[config.mk]
export PLATFORM = sky130hd
export DESIGN_NAME = arbiter_burst_ctrl
export DESIGN_NICKNAME = d
export VERILOG_FILES = /design/src/rtl/arbiter_pkg.sv /design/src/rtl/arbiter_rr_pick.sv /design/src/rtl/arbiter_burst_ctrl.sv
export SDC_FILE = /design/constraint.sdc
export NUM_CORES = 1
export LEC_CHECK = 0
export CAP_MARGIN = 20
export CORE_MARGIN = 1
export CORE_UTILIZATION = 51
export DETAILED_ROUTE_END_ITERATION = 10
export PLACE_DENSITY = 0.85
export SLEW_MARGIN = 5
export SYNTH_ARGS = -nofsm -noshare
export SYNTH_HDL_FRONTEND = slang
export SYNTH_HIERARCHICAL = 1
export SYNTH_SLANG_ARGS = --single-unit
[constraint.sdc]
create_clock -name clk -period 8 [get_ports clk]
set_input_delay 1.6 -clock clk [delete_from_list [all_inputs] [get_ports clk]]
set_output_delay 1.6 -clock clk [all_outputs]
set_load 0.01 [all_outputs]
[src/rtl/arbiter_pkg.sv]
// Shared arbiter definitions: FSM state encoding and the find-first-set helper
// used by the round-robin pick logic.
package arbiter_pkg;

    typedef enum logic {
        IDLE = 1'b0,
        BUSY = 1'b1
    } state_t;

    localparam int FF1_MAX_W = 64;

    // Index of the lowest set bit; 0 when the vector is empty.
    function automatic int ff1(input logic [FF1_MAX_W-1:0] v);
        int r;
        r = 0;
        for (int i = FF1_MAX_W - 1; i >= 0; i--) begin
            if (v[i]) r = i;
        end
        return r;
    endfunction

endpackage

[src/rtl/arbiter_rr_pick.sv]
// Combinational round-robin pick: first requester at or after the pointer,
// falling back to the lowest requester when nothing lies above it.
module arbiter_rr_pick
    import arbiter_pkg::*;
#(
    parameter  int NUM_PORTS = 6,
    localparam int SEL_WIDTH = $clog2(NUM_PORTS)
) (
    input  logic [NUM_PORTS-1:0] request,
    input  logic [SEL_WIDTH-1:0] pointer,
    output logic [NUM_PORTS-1:0] pick,
    output logic [SEL_WIDTH-1:0] index,
    output logic                 any
);

    logic [NUM_PORTS-1:0] mask;
    logic [NUM_PORTS-1:0] masked;
    logic [FF1_MAX_W-1:0] vec;

    for (genvar i = 0; i < NUM_PORTS; i++) begin : g_mask
        assign mask[i] = (i >= int'(pointer));
    end

    assign masked = request & mask;
    assign any    = |request;

    always_comb begin
        vec                = '0;
        vec[NUM_PORTS-1:0] = (|masked) ? masked : request;
    end

    assign index = SEL_WIDTH'(ff1(vec));
    assign pick  = any ? (NUM_PORTS'(1) << index) : '0;

endmodule

[src/rtl/arbiter_burst_ctrl.sv]
// Burst-locked round-robin controller: the winner holds the shared port until
// its declared beat count completes or the no-progress watchdog fires.
module arbiter_burst_ctrl
    import arbiter_pkg::*;
#(
    parameter  int NUM_PORTS = 6,
    parameter  int LEN_WIDTH = 8,
    parameter  int TIMEOUT   = 255,
    localparam int SEL_WIDTH = $clog2(NUM_PORTS)
) (
    input  logic                           clk,
    input  logic                           rst,
    input  logic [NUM_PORTS-1:0]           request,
    input  logic [NUM_PORTS*LEN_WIDTH-1:0] len,
    input  logic                           beat,
    output logic [NUM_PORTS-1:0]           grant,
    output logic [SEL_WIDTH-1:0]           select,
    output logic                           active,
    output logic                           done,
    output logic                           timeout
);

    localparam int WD_WIDTH = (TIMEOUT > 0) ? $clog2(TIMEOUT + 1) : 1;

    state_t               state;
    logic [SEL_WIDTH-1:0] pointer;
    logic [SEL_WIDTH-1:0] pick_idx;
    logic [SEL_WIDTH-1:0] next_ptr;
    logic [NUM_PORTS-1:0] pick;
    logic                 pick_any;
    logic [LEN_WIDTH-1:0] pick_len;
    logic [LEN_WIDTH-1:0] remaining;
    logic [WD_WIDTH-1:0]  wd;
    logic                 last_beat;
    logic                 wd_expire;

    arbiter_rr_pick #(.NUM_PORTS(NUM_PORTS)) u_pick (
        .request (request),
        .pointer (pointer),
        .pick    (pick),
        .index   (pick_idx),
        .any     (pick_any)
    );

    assign pick_len  = len[int'(pick_idx)*LEN_WIDTH +: LEN_WIDTH];
    assign next_ptr  = (select == SEL_WIDTH'(NUM_PORTS - 1)) ? '0 : select + 1'b1;
    assign last_beat = (state == BUSY) && beat && (remaining == '0);
    // A beat always clears the watchdog, so a final beat can never lose to expiry.
    assign wd_expire = (TIMEOUT > 0) && (state == BUSY) && !beat &&
                       (int'(wd) == TIMEOUT - 1);

    always_ff @(posedge clk) begin
        if (!rst) begin
            state     <= IDLE;
            grant     <= '0;
            select    <= '0;
            active    <= 1'b0;
            done      <= 1'b0;
            timeout   <= 1'b0;
            pointer   <= '0;
            remaining <= '0;
            wd        <= '0;
        end else begin
            done    <= 1'b0;
            timeout <= 1'b0;
            case (state)
                IDLE: begin
                    if (pick_any) begin
                        state     <= BUSY;
                        grant     <= pick;
                        select    <= pick_idx;
                        active    <= 1'b1;
                        remaining <= pick_len;
                        wd        <= '0;
                    end
                end
                BUSY: begin
                    if (last_beat || wd_expire) begin
                        state     <= IDLE;
                        grant     <= '0;
                        select    <= '0;
                        active    <= 1'b0;
                        done      <= last_beat;
                        timeout   <= !last_beat;
                        pointer   <= next_ptr;
                        remaining <= '0;
                        wd        <= '0;
                    end else if (beat) begin
                        remaining <= remaining - 1'b1;
                        wd        <= '0;
                    end else begin
                        wd <= wd + 1'b1;
                    end
                end
                default: state <= IDLE;
            endcase
        end
    end

endmodule

==> results.env <==
TIMING.CLOCK.SKEW_NS=0.01054
FIN_CRIT_SH_PCT=52.76
ANTENNA_LEFT=0
CLOCK_PATH_BUFFERS=2
SETUP_VIOL=0
CTS_INSERTED_BUFFERS=5
YOSYS_WARNINGS=6
FINALWIRELENGTH_MM=6.162
PWR-SHARE-CLK_PCT=33.7
POSTSYNTH.TOPFLOPCELL='dfxtp_1'
LAYOUT.NETS=400
FINALHOLDVIOLCOUNT=0
CRITICAL_PATH_ARRIVAL_NS=4.37
POWER_DENSITY_nW_PER_UM2=165.3
SEQ_POWER_SHARE_PCT=36.4
NET_SWITCHING_POWER_uW=154.4
SYNTH_FP_NETS=336
REPORT.FINAL.SLEW_VIOL_COUNT=0
SHARE_OF_THE_SYNTHESIZED_AREA_IN_COMPOUND_GATES_AO_OA_AOI_OAI_PCT=23.53
FLOORPLAN.INITIALDENSITY_PCT=53.01
ROUTEDWLPERCELL_UM=15.72
PATH_MAX_FANOUT=14
DIE_AREA_SQ_UM=4767
TOTAL_POWER_uW=511.3
DRV_CAP=0
ROWS=24
LARGEST_FAMILY_OF_LOGIC_CELLS_BY_SYNTHESIZED_AREA='simple AND/OR/NAND/NOR gates'
CORE_REGION_AREA_SQ_UM=4324
GRT_MAX_DEGREE=22
DRC=0
CLK_PIN_SLEW_NS=0.07
POSTSYNTHAREAPERCELL_SQ_UM=8.335
TIMING.FMAX_GHz=0.2369
CTS_TREE='done'
NETSWITCHINGFRACTION_PCT=30.19
IRDROPWORSTVDD_mV=0.1121
INTERNAL_POWER_uW=356.9
DP_HPWL_MM=4.816
PLACE_CONGESTION=0.9470
SYNTH.YOSYS.SEQ_AREA_SHARE_PCT=27.95
DIE_H_UM=69.04
POST_SYNTH_MUX_AREA_SHARE_PCT=13.26
WORST-SLEW-PIN-TRANSITION_NS=0.8909
HOLD_PATH_CLASS='reg -> reg'
TIMING.CRITICAL_PATH.FROM_TYPE='input port'
INSERTEDDIODECOUNT=0
ENDPOINT_KIND='flop'
ROOT_BUFFER='clkbuf_8'
MAX_SLEW_MARGIN_PCT=39.86
POSTSYNTH.ASYNCRESETSHARE_PCT=0
GRT_PASS1_WL_MM=10.37
SYNTH.CELL_AREA_SQ_UM=2292
SYNTH_XOR_XNOR_AREA_SHARE_PCT=1.910
WORSTPATHREQUIRED_NS=8.15
GRT_SETUP_UNREPAIRED='no'
POSTSYNTHCELLCOUNT=275
DIE_W_UM=69.04
SYNTHDISTINCTLIBCELLS=64
CLKLATENCYLATEPIN_NS=0.29
SYNTH_FA_HA_AREA_SHARE_PCT=2.183
GRTUSAGETOTAL_PCT=26.37
FINALCRITICALPERIOD_NS=4.221
FLOW.AREA_GROWTH_FROM_SYNTHESIS_PCT=34.99
SYNTH_SIMPLE_GATE_AREA_SHARE_PCT=25.82
GRT_ANTENNA_BEFORE_REPAIR=0
CTS-RESIZED-GATES=0
SETUP_CRIT_PATH_KIND='in -> reg'
LAYOUT-DRIVE-GT1-SHARE_PCT=10.59
OUTCOME='complete, no violations'
CELLLEAKAGEPOWER_uW=0.001142
GRT_REMAINING_OVERFLOW=0
PLACEMENT.IO_BUFFERS=68
FIRST_PASS_ITERATION_COUNT_OF_THE_DETAILED_ROUTER=4
FIRST_GLOBAL_VIAS=2310
TOTALNEGATIVESETUPSLACK_NS=0
COMBPWRFRAC_PCT=29.9
DR.FIRST_ITER.DRC_COUNT=200
FLOORPLAN.IO_PINS=69
YS_FF_LATCH=32
H-TREE-DEPTH=2
SYNTH_EDF_COUNT=0
HOLD_BUFFERS=0
ROUTE.VIAS.TOTAL=2418
ROUTED_VIA_DENSITY=6.168
CLKSINKCOUNT=32
CTS.REPAIR_TIMING.SETUP_BUFFER_COUNT=0
## cells in the final DEF (no fill, tap or decap), types with 2 or more instances in the layout
master           count
a211oi_1             2
a21oi_1             23
a31oi_1              5
a41oi_1              5
and3_1               2
clkbuf_8             7
clkdlybuf4s50_1     68
dfxtp_1             32
ha_1                 4
inv_1               12
mux2_2               5
mux2i_1             18
mux4_2               3
nand2_1             33
nand2b_1             2
nand3_1             16
nand4_1              2
nor2_1              20
nor2b_1              4
nor2b_2              2
nor3_1               7
nor4_1               3
nor4b_1              2
o21ai_0              8
o21ai_2              2
o21bai_1             3
o221ai_1             4
o22ai_1              5
o311ai_0             2
o32ai_1              2
or3_1                2
xor2_1               4
## area by class of cell
type | count | area [sq um]
clock buffer | 7 | 96.34
clock inverter | 1 | 30.03
fill | 345 | 1230
inverter | 12 | 45.04
multi-input combinational | 219 | 1529
sequential | 32 | 640.6
tap | 52 | 65.06
timing repair buffer | 69 | 688.2
## flip-flops by register name, summed over array words and instances (netlist names)
| register | flops |
|---|---|
| timeout | 1 |
| remaining | 8 |
| state | 1 |
| done | 1 |
| active | 1 |
| wd | 8 |
| select | 3 |
| grant | 6 |
| pointer | 3 |
## critical path, stage by stage
cell and delay, ns:
clkdlybuf4s50_1 0.48, nor2b_1 0.16, o21bai_1 0.27, and4_4 0.31
o32ai_1 0.13, nor2_1 0.13, buf_4 0.25, mux4_2 0.53
nand3_1 0.09, o21ai_0 0.11, a41oi_1 0.20, a31oi_1 0.10
## cell families (layout without fill, tap and decap cells)
group                      after synthesis  in the layout
and+or+nand+nor                        109            109
DFF                                     32             32
AOI/OAI and AO/OA                       75             75
adders and majority gates                4              4
xor gates and xnor gates                 5              5
muxes                                   26             26
buffers and inverters                   24             89
## power by group through the flow
stage	clock (uW)	sequential (uW)	combinational (uW)
after floorplan	0	186	98.3
after global placement	0	188	148
after detailed placement	0	189	151
after CTS	173	185	152
after global routing	178	188	168
final	172	186	153
## through the flow
step	setup WS, ns	util [%]	area (sq um)	hold WS [ns]	instances
after global placement	3.557	68.63	2968	0.4573	384
final	3.779	71.56	3094	0.4745	392
after CTS	3.794	71.56	3094	0.4740	392
after floorplan	4.245	-	2292	0.4473	275
after detailed placement	3.483	68.63	2968	0.4650	384
after global routing	3.527	71.56	3094	0.5050	392
## per-layer routing
metal	up-vias	track usage, %	wire (um)	part of all wire, %
met2	120	43.15	2962	48
met5	-	0	0	0
met3	18	4.971	396	6.4
li1	1151	-	-	-
met4	0	11.56	166	2.7
met1	1129	33.67	2636	43
## cells in the mapped netlist, types with 7 or more instances
cell type  instances  area (sq um)
nand3_1           16         80.08
a21oi_1           23         115.1
nand2_1           33         123.9
mux2i_1           18         180.2
o21ai_0            8         40.04
dfxtp_1           32         640.6
nor2_1            20         75.07
nor3_1             7         35.03
inv_1             12         45.04
## final timing paths
check / startpoint / end / slack, ns / depth (start not counted)
min reg2reg: grant[2] / grant[2] / 0.47 / 2
max: request[2] / remaining[3] / 3.78 / 12
min: grant[2] / grant[2] / 0.47 / 2
max reg2reg: pointer[2] / remaining[3] / 5.13 / 11
No activity file was read; power rests on OpenSTA's default activity.
